## src/rtl/ualink_pkg.sv

```systemverilog
// Shared types and defaults for the ualink dual-port memory read engine.
// Latency: n/a (declarations only).
// Backpressure: n/a.
package ualink_pkg;

    localparam int DEF_DPDATA_WIDTH = 64;
    localparam int KEEP_WIDTH       = DEF_DPDATA_WIDTH / 8;
    localparam int DEF_OUT_DEPTH    = 4;

    typedef enum logic [1:0] {
        IDLE  = 2'd0,
        READ  = 2'd1,
        DRAIN = 2'd2
    } state_t;

endpackage

```

## src/rtl/ualink_dpmem_reader_if.sv

```systemverilog
// Command + AXI4-Stream bundle for the dpmem reader.
// Latency: n/a (wires only).
// Backpressure: cmd_ready gates commands, m_axis_tready stalls the stream.
// Ports: cmd_valid/ready/base_addr/len/last_keep, m_axis_tdata/tkeep/tlast/tvalid/tready.
// master = the reader (accepts commands, sources the stream); slave = its environment.
interface ualink_dpmem_reader_if
    import ualink_pkg::*;
#(
    parameter int DPADDR_WIDTH = 8,
    parameter int DPDATA_WIDTH = DEF_DPDATA_WIDTH,
    parameter int LEN_WIDTH    = DPADDR_WIDTH + 1
);
    logic                      cmd_valid;
    logic                      cmd_ready;
    logic [DPADDR_WIDTH-1:0]   cmd_base_addr;
    logic [LEN_WIDTH-1:0]      cmd_len;
    logic [DPDATA_WIDTH/8-1:0] cmd_last_keep;

    logic [DPDATA_WIDTH-1:0]   m_axis_tdata;
    logic [DPDATA_WIDTH/8-1:0] m_axis_tkeep;
    logic                      m_axis_tlast;
    logic                      m_axis_tvalid;
    logic                      m_axis_tready;

    modport master (
        input  cmd_valid, cmd_base_addr, cmd_len, cmd_last_keep, m_axis_tready,
        output cmd_ready, m_axis_tdata, m_axis_tkeep, m_axis_tlast, m_axis_tvalid
    );

    modport slave (
        output cmd_valid, cmd_base_addr, cmd_len, cmd_last_keep, m_axis_tready,
        input  cmd_ready, m_axis_tdata, m_axis_tkeep, m_axis_tlast, m_axis_tvalid
    );
endinterface

```

## src/rtl/ualink_axis_out_fifo.sv

```systemverilog
// Output skid FIFO holding {tlast, tkeep, tdata}; head drives the stream directly.
// Latency: 1 clk push-to-head.
// Backpressure: caller must never push when full; pop only when head_vld.
// Ports: clk, rst (sync, active-high), push/push_dat, pop, head_dat/head_vld, count.
module ualink_axis_out_fifo #(
    parameter int WIDTH = 73,
    parameter int DEPTH = 4
) (
    input  logic                       clk,
    input  logic                       rst,
    input  logic                       push,
    input  logic [WIDTH-1:0]           push_dat,
    input  logic                       pop,
    output logic [WIDTH-1:0]           head_dat,
    output logic                       head_vld,
    output logic [$clog2(DEPTH+1)-1:0] count
);
    localparam int CW = $clog2(DEPTH + 1);
    localparam int PW = (DEPTH > 1) ? $clog2(DEPTH) : 1;

    logic [WIDTH-1:0] mem [DEPTH];
    logic [PW-1:0]    wr_ptr;
    logic [PW-1:0]    rd_ptr;

    // Explicit wrap so non-power-of-two depths work.
    function automatic logic [PW-1:0] ptr_inc(input logic [PW-1:0] p);
        return (p == PW'(DEPTH - 1)) ? '0 : p + 1'b1;
    endfunction

    always_ff @(posedge clk) begin
        if (rst) begin
            wr_ptr <= '0;
            rd_ptr <= '0;
            count  <= '0;
        end else begin
            if (push) wr_ptr <= ptr_inc(wr_ptr);
            if (pop)  rd_ptr <= ptr_inc(rd_ptr);
            count <= count + CW'(push) - CW'(pop);
        end
    end

    always_ff @(posedge clk) begin
        if (push) mem[wr_ptr] <= push_dat;
    end

    assign head_vld = (count != '0);
    // Zero when empty so the stream outputs have defined values out of reset.
    assign head_dat = head_vld ? mem[rd_ptr] : '0;
endmodule

```

## src/rtl/ualink_dpmem_reader.sv

```systemverilog
// Streams cmd_len words from DPRAM port B as one AXI4-Stream frame, 1 beat/clk.
// Latency: accept -> first mem_addr 1 clk, -> first tvalid 3 clks.
// Backpressure: reads issue only while FIFO occupancy + in-flight read < OUT_DEPTH; tready never reaches mem_addr.
// Ports: axi_aclk, axi_reset (sync, active-high), bus (cmd + m_axis), mem_we/addr/din/dout, busy, done.
module ualink_dpmem_reader
    import ualink_pkg::*;
#(
    parameter int DPADDR_WIDTH = 8,
    parameter int DPDATA_WIDTH = DEF_DPDATA_WIDTH,
    parameter int LEN_WIDTH    = DPADDR_WIDTH + 1,
    parameter int OUT_DEPTH    = DEF_OUT_DEPTH
) (
    input  logic                    axi_aclk,
    input  logic                    axi_reset,
    ualink_dpmem_reader_if.master   bus,
    output logic                    mem_we,
    output logic [DPADDR_WIDTH-1:0] mem_addr,
    output logic [DPDATA_WIDTH-1:0] mem_din,
    input  logic [DPDATA_WIDTH-1:0] mem_dout,
    output logic                    busy,
    output logic                    done
);
    localparam int KW = DPDATA_WIDTH / 8;
    localparam int CW = $clog2(OUT_DEPTH + 1);
    localparam logic [LEN_WIDTH-1:0] DEPTH_LEN = LEN_WIDTH'(2 ** DPADDR_WIDTH);

    state_t                  state;
    state_t                  state_nxt;
    logic [DPADDR_WIDTH-1:0] base_q;
    logic [LEN_WIDTH-1:0]    len_q;
    logic [LEN_WIDTH-1:0]    issued;
    logic [KW-1:0]           keep_q;
    logic                    rd_pend;
    logic                    rd_last;
    logic [CW-1:0]           fifo_count;
    logic [CW:0]             occ;
    logic                    accept;
    logic                    issue;
    logic                    pop;
    logic [DPDATA_WIDTH+KW:0] head_dat;

    assign accept        = bus.cmd_valid && bus.cmd_ready;
    assign bus.cmd_ready = (state == IDLE);
    assign busy          = (state != IDLE);
    assign pop           = bus.m_axis_tvalid && bus.m_axis_tready;

    // Count the in-flight read as occupied so the FIFO can always absorb it.
    assign occ   = {1'b0, fifo_count} + {{CW{1'b0}}, rd_pend};
    assign issue = (state == READ) && (issued != len_q) && (occ < (CW+1)'(OUT_DEPTH));

    assign mem_we   = 1'b0;
    assign mem_din  = '0;
    // Address width truncation gives the FF -> 00 wrap for free.
    assign mem_addr = (state == READ) ? base_q + issued[DPADDR_WIDTH-1:0] : '0;

    always_comb begin
        state_nxt = state;
        unique case (state)
            IDLE:    if (accept && (bus.cmd_len != '0)) state_nxt = READ;
            READ:    if (issued == len_q) state_nxt = DRAIN;
            DRAIN:   if (pop && bus.m_axis_tlast) state_nxt = IDLE;
            default: state_nxt = IDLE;
        endcase
    end

    always_ff @(posedge axi_aclk) begin
        if (axi_reset) begin
            state   <= IDLE;
            base_q  <= '0;
            len_q   <= '0;
            issued  <= '0;
            keep_q  <= '0;
            rd_pend <= 1'b0;
            rd_last <= 1'b0;
            done    <= 1'b0;
        end else begin
            state   <= state_nxt;
            rd_pend <= issue;
            rd_last <= issue && (issued == len_q - 1'b1);
            // Zero-length commands complete immediately without leaving IDLE.
            done    <= (accept && (bus.cmd_len == '0)) ||
                       ((state == DRAIN) && pop && bus.m_axis_tlast);
            if (accept) begin
                base_q <= bus.cmd_base_addr;
                len_q  <= (bus.cmd_len > DEPTH_LEN) ? DEPTH_LEN : bus.cmd_len;
                keep_q <= (bus.cmd_last_keep == '0) ? {KW{1'b1}} : bus.cmd_last_keep;
                issued <= '0;
            end else if (issue) begin
                issued <= issued + 1'b1;
            end
        end
    end

    ualink_axis_out_fifo #(
        .WIDTH (DPDATA_WIDTH + KW + 1),
        .DEPTH (OUT_DEPTH)
    ) u_out_fifo (
        .clk      (axi_aclk),
        .rst      (axi_reset),
        .push     (rd_pend),
        .push_dat ({rd_last, (rd_last ? keep_q : {KW{1'b1}}), mem_dout}),
        .pop      (pop),
        .head_dat (head_dat),
        .head_vld (bus.m_axis_tvalid),
        .count    (fifo_count)
    );

    assign {bus.m_axis_tlast, bus.m_axis_tkeep, bus.m_axis_tdata} = head_dat;
endmodule
```

## src/flat_wrapper.sv

```systemverilog
// flat-port wrapper written by rule: the top's interface ports become plain ports
module ualink_dpmem_reader_flat import ualink_pkg::*;
#(
    parameter int DPADDR_WIDTH = 8,
    parameter int DPDATA_WIDTH = DEF_DPDATA_WIDTH,
    parameter int LEN_WIDTH    = DPADDR_WIDTH + 1,
    parameter int OUT_DEPTH    = DEF_OUT_DEPTH
)
  (axi_aclk, axi_reset, mem_we, mem_addr, mem_din, mem_dout, busy, done, bus_cmd_valid, bus_cmd_base_addr, bus_cmd_len, bus_cmd_last_keep, bus_m_axis_tready, bus_cmd_ready, bus_m_axis_tdata, bus_m_axis_tkeep, bus_m_axis_tlast, bus_m_axis_tvalid);
  ualink_dpmem_reader_if #(.DPADDR_WIDTH(DPADDR_WIDTH), .DPDATA_WIDTH(DPDATA_WIDTH), .LEN_WIDTH(LEN_WIDTH)) bus_i ();
  input  logic axi_aclk;
  input  logic axi_reset;
  output logic mem_we;
  output logic [DPADDR_WIDTH-1:0] mem_addr;
  output logic [DPDATA_WIDTH-1:0] mem_din;
  input  logic [DPDATA_WIDTH-1:0] mem_dout;
  output logic busy;
  output logic done;
  input wire logic [$bits(bus_i.cmd_valid)-1:0] bus_cmd_valid;
  input wire logic [$bits(bus_i.cmd_base_addr)-1:0] bus_cmd_base_addr;
  input wire logic [$bits(bus_i.cmd_len)-1:0] bus_cmd_len;
  input wire logic [$bits(bus_i.cmd_last_keep)-1:0] bus_cmd_last_keep;
  input wire logic [$bits(bus_i.m_axis_tready)-1:0] bus_m_axis_tready;
  output wire logic [$bits(bus_i.cmd_ready)-1:0] bus_cmd_ready;
  output wire logic [$bits(bus_i.m_axis_tdata)-1:0] bus_m_axis_tdata;
  output wire logic [$bits(bus_i.m_axis_tkeep)-1:0] bus_m_axis_tkeep;
  output wire logic [$bits(bus_i.m_axis_tlast)-1:0] bus_m_axis_tlast;
  output wire logic [$bits(bus_i.m_axis_tvalid)-1:0] bus_m_axis_tvalid;
  assign bus_i.cmd_valid = bus_cmd_valid;
  assign bus_i.cmd_base_addr = bus_cmd_base_addr;
  assign bus_i.cmd_len = bus_cmd_len;
  assign bus_i.cmd_last_keep = bus_cmd_last_keep;
  assign bus_i.m_axis_tready = bus_m_axis_tready;
  assign bus_cmd_ready = bus_i.cmd_ready;
  assign bus_m_axis_tdata = bus_i.m_axis_tdata;
  assign bus_m_axis_tkeep = bus_i.m_axis_tkeep;
  assign bus_m_axis_tlast = bus_i.m_axis_tlast;
  assign bus_m_axis_tvalid = bus_i.m_axis_tvalid;
  ualink_dpmem_reader #(.DPADDR_WIDTH(DPADDR_WIDTH), .DPDATA_WIDTH(DPDATA_WIDTH), .LEN_WIDTH(LEN_WIDTH), .OUT_DEPTH(OUT_DEPTH)) u_core (.axi_aclk(axi_aclk), .axi_reset(axi_reset), .bus(bus_i), .mem_we(mem_we), .mem_addr(mem_addr), .mem_din(mem_din), .mem_dout(mem_dout), .busy(busy), .done(done));
endmodule
```

## config.mk

```make
export PLATFORM = sky130hd
export DESIGN_NAME = ualink_dpmem_reader_flat
export DESIGN_NICKNAME = d
export VERILOG_FILES = /design/src/rtl/ualink_pkg.sv /design/src/rtl/ualink_dpmem_reader_if.sv /design/src/rtl/ualink_axis_out_fifo.sv /design/src/rtl/ualink_dpmem_reader.sv /design/src/flat_wrapper.sv
export SDC_FILE = /design/constraint.sdc
export NUM_CORES = 1
export LEC_CHECK = 0
export CAP_MARGIN = 0
export CORE_MARGIN = 4
export CORE_UTILIZATION = 53
export DETAILED_ROUTE_END_ITERATION = 6
export PLACE_DENSITY = 0.86
export RECOVER_POWER = 50
export SLEW_MARGIN = 20
export SYNTH_ARGS = -nofsm -noshare
export SYNTH_HDL_FRONTEND = slang
export SYNTH_HIERARCHICAL = 1
export SYNTH_SLANG_ARGS = --single-unit
```

## constraint.sdc

```tcl
create_clock -name axi_aclk -period 3.3 [get_ports axi_aclk]
set_input_delay 0.99 -clock axi_aclk [delete_from_list [all_inputs] [get_ports axi_aclk]]
set_output_delay 0.99 -clock axi_aclk [all_outputs]
set_load 0.01 [all_outputs]
```

==> reports/summary.txt <==
===========================================================================================
Number of standard cells after synthesis                                                855
Max Cap Violations                                                                        1
Number of logic stages on the critical path including buffering                           8
R2R Setup Slk                                                                       0.37 ns
GRT Resource Usage Total                                                              19.3%
Number of design-rule violations left by the first detailed-router iteration            603
Biggest fanout along the worst timing path                                                2
Clk slew on worst S/H paths                                                         0.06 ns
Worst min-delay path class                                                       reg -> reg
Worst slack at placement                                                        -0.00841 ns
Multi-input gate area                                                             4030 um^2
Cell breakdown of the critical path                                            ha_2 -> fa_2 -> a21o_1 -> a21oi_2 -> o21ai_1 -> a21oi_1 -> mux2i_1 -> buf_2
Adder-Cell Fraction of Synth Area                                                     1.68%
Critical-path cell with the highest stage delay                                        fa_2
Final global-route overflow total                                                         0
Antenna violations before repair                                                          5
Number of max-slew violations in the final report                                        27
Syn_area_per_cell                                                                 16.7 um^2
Root buffer selected by CTS                                                       clkbuf_16
Startpoint types                                                                  flip-flop
Simple-Gate Fraction of Synth Area                                                    8.29%
Min-Delay Path Depth                                                                      2
Result of the run                                                              finished, violations left
Gpl congestion                                                                        0.912
Top_reg_cell synth                                                                 edfxtp_1
Post-detailed-route wirelength per cell                                             20.2 um
Area fraction of the dominant cell type after synthesis                               61.2%
Leading post-synthesis cells by cell area                                      edfxtp_1 61%, mux4_2 11%, dfxtp_1 6.7%
Async set-reset flop share out of synthesis                                              0%
Top cell types by occurrence after synthesis                                   292 x edfxtp_1, 82 x and2_1, 72 x mux4_2
Synthesis warning total                                                                   6
Area of the mapped netlist                                                       14300 um^2
Via Count                                                                              7935
Synthesized-area fraction occupied by ao, oa, aoi and oai cells                       3.12%
Slowest Stage Delay on Critical Path                                                0.34 ns
Largest buffer count on any clock path                                                    3
Global-route wire length before repair                                             44200 um
Layout cell share with drive strength beyond 1                                        17.6%
H-tree lvl count                                                                          2
Die Height                                                                           172 um
Clock sink total                                                                        340
Number of flops mapped to enable cells by yosys                                         292
Main combinational cell family by area after synthesis                         multiplexers
Number of buffer and inverter stages on the critical path                                 1
Worst setup path category                                                        reg -> out
Switching pwr                                                                       3.09 mW
Relative slew slack                                                                  -45.3%
Yosys reg bits                                                                          340
Actual slew at the worst max-slew pin                                               2.18 ns
Post-synthesis share of cell area spent on xor and xnor gates                         1.31%
Cell taking the most area after synthesis                                          edfxtp_1
Ratio of final minimum period to clock period                                         98.9%
Insertion delay to the later sink of the worst-skew pair                            0.51 ns
Critical path data arrival time                                                     2.27 ns
Post-DR vias/cell                                                                      5.53
Final period demand of the worst path                                               3.26 ns
Sequential cell area                                                              9740 um^2
Top Family by Delay on Critical Path                                           compound AO/OA/AOI/OAI gates
Leakage power                                                                       6.25 nW
Violated checks                                                                capacitance limit, slew limit
DR DRC count                                                                              0
Unrepaired setup endpoints after global routing                                        true
Antenna-violating nets left                                                               0
Largest voltage drop on the vdd net                                                0.296 mV
Cell count of the worst reg-to-reg path                                                   3
CTS buffer count                                                                         35
Sum of routed wire length over all layers                                          29000 um
Top-Level Pins                                                                          243
Layout area overhead                                                                  22.7%
Placement Rows                                                                           59
Horizontal extent of the die                                                         172 um
# setup viols final                                                                       0
Number of non-filler instances in the completed layout                                 1434
Hold Vio Cnt, Final                                                                       0
Sequential element share of the synthesized area                                      68.0%
Comb power frac                                                                       27.2%
Floorplan die area                                                               29700 um^2
Sum of net half-perimeters after detailed placement                                18200 um
Cell with the most instances after synthesis                                       edfxtp_1
Clock skew                                                                        0.0150 ns
Cell count after placement                                                             1357
Req. time, crit path                                                                2.31 ns
Clock network power share                                                             31.3%
Placeable core region                                                            26300 um^2
Via count of the first global-routing pass                                             8047
Total of buffers placed on input and output ports                                       177
Fillers                                                                                1784
Internal power summed over all cells                                                8.62 mW
TritonCTS clock tree                                                                   done
Worst setup EP type                                                             output port
Share of cell area taken by muxes after synthesis                                     11.9%
Detailed-routing iteration count for the pre-antenna-repair pass                          5
Effective utilization at floorplan                                                    54.5%
Sequential Power Share                                                                41.5%
Hold_buf cts                                                                              0
Pin count of the biggest net entering global routing                                     48
Switch share                                                                          26.4%
Achievable Freq                                                                     307 MHz
Final worst slack                                                                 0.0376 ns
Power density cells                                                             667 nW/um^2
Nets@finish                                                                            1189
Number of distinct library cells after synthesis                                         59
===========================================================================================
[path summary, 6_finish.rpt]
check | to | startpoint
setup / recovery | mem_addr[6] | u_core/base_q[0]
hold / removal | u_core/base_q[2] | u_core/base_q[2]
setup reg to reg | u_core/u_out_fifo/mem[3][72] | u_core/u_out_fifo/wr_ptr[0]
hold reg to reg | u_core/base_q[2] | u_core/base_q[2]
[metal layers]
layer | part of all wire (%) | vias to the layer above | global-route usage, %
met5 | 0.19 | - | 0
met4 | 1.8 | 8 | 4.34
met3 | 7.5 | 52 | 4.14
met2 | 50 | 328 | 32.9
met1 | 40 | 3948 | 25.8
li1 | - | 3599 | -
[final cells by class]
| cell class | instances | share of cell area, % |
|---|---|---|
| Tap cell | 335 | 2.39 |
| Multi-Input combinational cell | 462 | 22.9 |
| Clock buffer | 44 | 5.35 |
| Clock inverter | 13 | 0.741 |
| Sequential cell | 340 | 55.4 |
| Inverter | 15 | 0.320 |
| Timing Repair Buffer | 224 | 12.8 |
| Antenna cell | 1 | 0.0142 |
[flip-flops by register name, summed over array words and instances, names as in the netlist, named ones only]
name / cells
u_core/u_out_fifo/mem: 292
u_core/issued: 9
u_core/len_q: 9
u_core/base_q: 8
u_core/keep_q: 8
u_core/u_out_fifo/count: 3
u_core/state: 2
u_core/u_out_fifo/rd_ptr: 2
u_core/u_out_fifo/wr_ptr: 2
u_core/done: 1
u_core/rd_last: 1
u_core/rd_pend: 1
[power by group through the flow]
stage / Clock (mW) / Combinational, mW / Sequential (mW)
finish: 3.67 / 3.19 / 4.86
detailed placement: 0 / 3.28 / 4.95
CTS: 3.75 / 3.29 / 4.87
global route: 3.94 / 3.47 / 4.87
global placement: 0 / 3.25 / 4.94
floorplan: 0 / 1.92 / 4.91
[worst reg2reg max path: cells and delay by family (launching register included)]
kind                       cells  cell delay (ns)
and+or+nand+nor                1             1.60
adders and majority gates      1             0.18
DFF                            1             0.39
buffers and inverters          1             0.39
[cells by family (layout without fill, tap and decap cells)]
kind of cell | count (synthesis) | count (layout)
compound gates | 69 | 69
other cells | 1 | 66
xor+xnor | 19 | 19
flops | 340 | 340
mux | 78 | 78
buf+inv | 117 | 296
simple gates | 213 | 213
fa+ha+maj | 18 | 18
[placed cells by master, fill, tap and decap left out, drive strengths merged, types with 36 or more instances in the layout]
cell type and n:
edfxtp 292, and2 82, mux4 73, conb 65, dlygate4sd3 64, dlygate4sd2 60, buf 49, dfxtp 48
clkbuf 45, nand2 36
[per-stage QoR]
stage / total power [mW] / setup TNS, ns / area, um^2 / hold slack [ns] / util, %
floorplan: 6.83 / 0 / 14600 / 0.441 / -
global placement: 8.19 / 0 / 16300 / 0.452 / 62.0
detailed placement: 8.23 / -0.00841 / 16300 / 0.455 / 62.0
CTS: 11.9 / -0.321 / 17600 / 0.463 / 66.8
global route: 12.3 / -0.0767 / 17600 / 0.493 / 66.9
finish: 11.7 / 0 / 17600 / 0.466 / 66.9
[repair_timing]
item | in CTS | in global routing
buffers inserted | 14 | 4
hold endpoints to repair | 0 | 0
pin swaps | 2 | 4
resized for setup | 94 | 22
setup endpoints to repair | 79 | 24
gates cloned | 3 | 0
(Power assumes the default switching activity.)
